`config.mk`:
```
export PLATFORM = sky130hd
export DESIGN_NAME = phrase_sequencer
export DESIGN_NICKNAME = d
export VERILOG_FILES = /design/src/rtl/phrase_sequencer.sv
export SDC_FILE = /design/constraint.sdc
export NUM_CORES = 2
export LEC_CHECK = 0
export CAP_MARGIN = 20
export CORE_UTILIZATION = 54
export DETAILED_ROUTE_END_ITERATION = 10
export GPL_ROUTABILITY_DRIVEN = 0
export PLACE_DENSITY = 0.7
export SLEW_MARGIN = 20
export SYNTH_ARGS = -nofsm -noshare
export SYNTH_HDL_FRONTEND = slang
export SYNTH_SLANG_ARGS = --single-unit
export TNS_END_PERCENT = 100
```
`constraint.sdc`:
```
create_clock -name clk -period 6.2 [get_ports clk]
set_input_delay 0.62 -clock clk [delete_from_list [all_inputs] [get_ports clk]]
set_output_delay 0.62 -clock clk [all_outputs]
set_load 0.02 [all_outputs]
```
`src/rtl/phrase_sequencer.sv`:
```
// Song-position sequencer: plays a runtime-loadable phrase-id table one entry per bar_tick.
// Define SEQ_LOOP_EN to honour loop_en_i (wrap to LOOP_START); otherwise every song ends in DONE.
module phrase_sequencer #(
  parameter int unsigned ADDR_W     = 8,
  parameter int unsigned ID_W       = 5,
  parameter int unsigned SONG_LEN   = 153,
  parameter int unsigned LOOP_START = 1
) (
  input  logic              clk,
  input  logic              rst,
  input  logic              wr_en_i,
  input  logic [ADDR_W-1:0] wr_addr_i,
  input  logic [ID_W-1:0]   wr_data_i,
  input  logic              start_i,
  input  logic              stop_i,
  input  logic              bar_tick_i,
  input  logic              loop_en_i,
  output logic [ADDR_W-1:0] pos_o,
  output logic [ID_W-1:0]   phrase_id_o,
  output logic              phrase_valid_o,
  output logic              phrase_start_o,
  output logic              song_done_o
);

  localparam int unsigned   DEPTH    = 2**ADDR_W;
  localparam logic [ADDR_W-1:0] LAST_POS = ADDR_W'(SONG_LEN - 1);
  localparam logic [ADDR_W-1:0] LOOP_POS = ADDR_W'(LOOP_START);

  localparam logic [1:0] S_IDLE = 2'd0;
  localparam logic [1:0] S_PLAY = 2'd1;
  localparam logic [1:0] S_DONE = 2'd2;

  logic [1:0]        state_q, state_d;
  logic [ADDR_W-1:0] pos_q, pos_d;
  logic [ID_W-1:0]   id_q, id_d;
  logic              valid_q, valid_d;
  logic              pstart_q, pstart_d;
  logic              done_q, done_d;
  logic [ID_W-1:0]   tbl_q [DEPTH];

  logic              loop_active_c;
  logic              load_c;
  logic [ADDR_W-1:0] load_addr_c;

`ifdef SEQ_LOOP_EN
  assign loop_active_c = loop_en_i;
`else
  logic loop_unused_c;
  assign loop_active_c = 1'b0;
  assign loop_unused_c = ^{loop_en_i, LOOP_POS};
`endif

  // Phrase table: plain register file, not reset; a same-cycle load reads the old entry.
  always_ff @(posedge clk) begin
    if (wr_en_i) tbl_q[wr_addr_i] <= wr_data_i;
  end

  always_ff @(posedge clk or posedge rst) begin
    if (rst) begin
      state_q  <= S_IDLE;
      pos_q    <= '0;
      id_q     <= '0;
      valid_q  <= 1'b0;
      pstart_q <= 1'b0;
      done_q   <= 1'b0;
    end else begin
      state_q  <= state_d;
      pos_q    <= pos_d;
      id_q     <= id_d;
      valid_q  <= valid_d;
      pstart_q <= pstart_d;
      done_q   <= done_d;
    end
  end

  // Event priority: stop > start > bar_tick (PLAY only).
  always_comb begin
    state_d     = state_q;
    pos_d       = pos_q;
    id_d        = id_q;
    valid_d     = valid_q;
    pstart_d    = 1'b0;
    done_d      = 1'b0;
    load_c      = 1'b0;
    load_addr_c = pos_q;

    if (stop_i) begin
      state_d = S_IDLE;
      pos_d   = '0;
      id_d    = '0;
      valid_d = 1'b0;
    end else if (start_i) begin
      load_c      = 1'b1;
      load_addr_c = '0;
    end else if (state_q == S_PLAY && bar_tick_i) begin
      if (pos_q != LAST_POS) begin
        load_c      = 1'b1;
        load_addr_c = pos_q + ADDR_W'(1);
      end else if (loop_active_c) begin
        load_c      = 1'b1;
        load_addr_c = LOOP_POS;
      end else begin
        state_d = S_DONE;
        valid_d = 1'b0;
        done_d  = 1'b1;
      end
    end

    // Every load moves pos and phrase_id together and (re)enters PLAY.
    if (load_c) begin
      state_d  = S_PLAY;
      pos_d    = load_addr_c;
      id_d     = tbl_q[load_addr_c];
      valid_d  = 1'b1;
      pstart_d = 1'b1;
    end
  end

  assign pos_o          = pos_q;
  assign phrase_id_o    = id_q;
  assign phrase_valid_o = valid_q;
  assign phrase_start_o = pstart_q;
  assign song_done_o    = done_q;

endmodule

```
==> results.cfg <==
[floorplanning]
die_area_um2 = 98400
design.portCount = 36
floorplan.die.width_um = 314
floorplan.initialDensity_pct = 54.9
die-height_um = 314
placement_rows = 113
coreArea_um2 = 95600

[logic_synthesis]
synth_compound_gate_area_share_pct = 5.50
simple_logic_cell_fraction_of_the_synthesized_area_pct = 14.8
fraction_of_registers_with_async_set_or_reset_after_synthesis_pct = 1.31
synthesis.area_um2 = 52500
synth_seq_area_share_pct = 74.0
flip_flop_and_latch_count_after_synthesis = 1297
synthCells = 3950
yosys_warnings = 0
number_of_synthesized_flops_with_an_enable_pin = 1280
yosys.area_share.adder_pct = 0.0477
synth.mux.area_fraction_pct = 3.00
synthesis.area_per_instance_um2 = 13.3
synth_xor_xnor_area_share_pct = 0.0834
synth_top_family_by_area = simple AND/OR/NAND/NOR gates
synth_fp_nets = 3972
netlist_cell_types = 71
most_frequently_used_flop_master_after_synthesis = sky130_fd_sc_hd__edfxtp_1

[power_and_ir_drop]
cellLeakagePower_nw = 18.7
power_mw = 17.8
highest_ir_drop_seen_on_vdd_mv = 0.265
power.density_nw_per_um2 = 305

[setup_path]
slowest_stage = sky130_fd_sc_hd__nand4_1
critical_path.reg2reg.startpoint = pos_o[0]
worst_r2r_endpoint = phrase_id_o[4]
critical_path_peak_fanout = 15
r2r.worst_path.cells = 9
cpLargestDelayFamily = simple AND/OR/NAND/NOR gates
crit_arrival_ns = 5.77
slowest_stage_delay_on_critical_path_ns = 1.09
crit_required_ns = 6.86
cp_cell_sequence = clkdlybuf4s50_1 -> or2_1 -> o41a_1 -> and3_1 -> nand4_1 -> o221ai_1 -> nor3_1 -> a311oi_1 -> a32o_1
timing_worst_setup_path_type = input pin to flop
count_of_buffer_and_inverter_cells_on_the_critical_path = 1
worstSetupStartpointType = input pin
setup.worst_path.end_class = flop
worst-r2r-setup-slack_ns = 1.12

[worst_hold_path]
hold_path.class = input pin to asynchronous set/reset pin

[place]
placedInstanceArea_um2 = 54200
placement.setup.worst_slack_ns = 0.669
place.detailed.instances = 5087
hpwlAfterDp_um = 85500
io_buffers = 34

[clocking]
clk-insertion-delay-late_ns = 0.75
cts.sinks = 1297
cts.path.max_buffers = 3
cts_bufs_inserted = 130
clock-root-buffer = sky130_fd_sc_hd__clkbuf_16
cts_tree = built
cts_resized = 0
postCtsSetupRepairBufs = 0
clk_transition_reported_paths_ns = 0.06
htreeDepth = 4
cts_hold_repair.buffers = 0

[final_layout]
post_route_cells_drive_above_1_share_pct = 7.75
fill_cells = 7140
stdcell_count = 5323
syn2layout_area_growth_pct = 11.1
fin_area_um2 = 58300
num-nets-final = 3976

[sta]
finalWorstSetupSlack_ns = 1.09
fin_crit_ns = 5.11
rsz_0062_raised_after_global_routing = no
maxSlewViolCount = 0
tightestPinTransition_ns = 1.12
timing.setup.tns_ns = 0
fmax_mhz = 196
clock-skew-final_ns = 0.0271
fin_crit_sh_pct = 82.4
final_hold_viol_count = 0
setup-violations-final = 0
slew_headroom_pct = 25.3

[routing]
avgViaCountPerCell = 6.36
route.final.wire_length_um = 143000
wire_per_inst_um = 26.9
drc_viols = 0
vias_after_detailed_routing = 33800
antenna_violating_nets_post_route = 0
first_iter_violations = 4997
first_pass_iters = 8

[global_routing]
number_of_global_route_vias_before_repair = 32000
grt_util_all_layers_pct = 29.0
grt_max_degree = 161
antenna_found_initial = 5
global_route_wire_length_before_repair_um = 209000
global_route.overflow_total = 0

[run_status]
status = finished, final reports clean

[job]
maxCapViolCount = 0
[where the power goes]
group | internal (mW) | switching [mW]
Combinational | 0.0944 | 0.378
Clock | 4.38 | 3.26
Sequential | 9.65 | 0.0103
Total | 14.1 | 3.64
[flip-flops by register name (all words and copies together), names as in the netlist]
signal,flops
song_done_o,1
tbl_q,1280
phrase_start_o,1
pos_o,8
phrase_id_o,5
state_q,2
[routing by layer]
| layer | up-vias | global-route usage (%) | part of all wire (%) |
|---|---|---|---|
| li1 | 14700 | - | - |
| met4 | 6 | 12.7 | 4.1 |
| met3 | 341 | 5.85 | 11 |
| met2 | 2073 | 44.9 | 46 |
| met5 | - | 0 | 0.025 |
| met1 | 16700 | 40.1 | 38 |
[cells in the final DEF, fill, tap and decap left out, types with 18 or more instances in the layout]
cell                                 n
sky130_fd_sc_hd__edfxtp_1         1280
sky130_fd_sc_hd__nand2_1          1003
sky130_fd_sc_hd__nand3_1           340
sky130_fd_sc_hd__nor2_1            298
sky130_fd_sc_hd__mux2i_1           144
sky130_fd_sc_hd__clkbuf_16         135
sky130_fd_sc_hd__a31oi_1            90
sky130_fd_sc_hd__buf_4              76
sky130_fd_sc_hd__a32oi_1            69
sky130_fd_sc_hd__a21oi_1            65
sky130_fd_sc_hd__nand4_1            59
sky130_fd_sc_hd__and3_1             47
sky130_fd_sc_hd__clkinv_1           29
sky130_fd_sc_hd__clkbuf_1           29
sky130_fd_sc_hd__clkdlybuf4s50_1    29
sky130_fd_sc_hd__a211oi_1           25
sky130_fd_sc_hd__o22ai_1            22
sky130_fd_sc_hd__a311oi_1           21
sky130_fd_sc_hd__nor3_1             19
sky130_fd_sc_hd__clkinv_2           18
[worst max-delay path by stage]
stage,from,end,slack (ns),cells past startpoint
floorplan,pos_o[0],phrase_id_o[3],2.81,14
global placement,stop_i,phrase_id_o[4],0.77,9
detailed placement,stop_i,phrase_id_o[4],0.67,9
CTS,pos_o[0],phrase_id_o[3],1.33,12
global route,pos_o[0],phrase_id_o[3],1.07,12
finish,stop_i,phrase_id_o[4],1.09,9
[logic make-up after synthesis]
group                      count (synthesis)
muxes                                    150
adders and majority gates                  2
AOI/OAI and AO/OA                        398
xor gates and xnor gates                   5
buffers and inverters                    270
and+or+nand+nor                         1828
DFF                                     1297
[stage by stage]
stage / utilization, % / hold slack [ns]
2_1_floorplan: - / 0.515
3_3_place_gp: 56.7 / 0.504
3_5_place_dp: 56.7 / 0.532
4_1_cts: 61.0 / 0.372
5_1_grt: 61.0 / 0.411
6_report: 61.0 / 0.381
[cell usage after synthesis (4+ instances only)]
cell                           n  area (um^2)
sky130_fd_sc_hd__edfxtp_1   1280        38400
sky130_fd_sc_hd__nand2_1    1003         3760
sky130_fd_sc_hd__nand3_1     349         1750
sky130_fd_sc_hd__nor2_1      303         1140
sky130_fd_sc_hd__buf_2       147          736
sky130_fd_sc_hd__mux2i_1     144         1440
sky130_fd_sc_hd__a31oi_1      90          563
sky130_fd_sc_hd__clkbuf_1     71          267
sky130_fd_sc_hd__a32oi_1      69          604
sky130_fd_sc_hd__a21oi_1      66          330
sky130_fd_sc_hd__nand4_1      59          369
sky130_fd_sc_hd__and3_1       47          294
sky130_fd_sc_hd__a211oi_1     25          188
sky130_fd_sc_hd__o22ai_1      22          138
sky130_fd_sc_hd__a311oi_1     21          184
sky130_fd_sc_hd__nor3_1       19         95.1
sky130_fd_sc_hd__buf_4        18          135
sky130_fd_sc_hd__dfrtp_1      17          425
sky130_fd_sc_hd__a22oi_1      16          120
sky130_fd_sc_hd__o21ai_0      16         80.1
sky130_fd_sc_hd__inv_1        15         56.3
sky130_fd_sc_hd__buf_1        10         37.5
sky130_fd_sc_hd__a221oi_1      9         78.8
sky130_fd_sc_hd__buf_6         9          101
sky130_fd_sc_hd__nor4_1        9         56.3
sky130_fd_sc_hd__nor2b_1       8         50.1
sky130_fd_sc_hd__a21o_1        6         45.0
sky130_fd_sc_hd__mux4_2        6          135
sky130_fd_sc_hd__o2111ai_1     6         52.6
sky130_fd_sc_hd__a22o_1        5         43.8
sky130_fd_sc_hd__o221ai_1      5         43.8
sky130_fd_sc_hd__o31ai_1       5         37.5
sky130_fd_sc_hd__a2111oi_0     4         35.0
sky130_fd_sc_hd__o311ai_0      4         35.0
sky130_fd_sc_hd__or4_1         4         30.0
sky130_fd_sc_hd__xor2_1        4         35.0
[final cells by class]
cell class	count	area, um^2	share of cell area [%]
multi-input combinational	2383	12400	21.3
clock inverter	67	606	1.04
tap	1265	1580	2.72
inverter	15	56.3	0.0966
timing repair buffer	127	1270	2.18
antenna	4	10.0	0.0172
sequential	1297	38900	66.7
clock buffer	165	3500	6.01
Power figures use the tool's default switching activity.
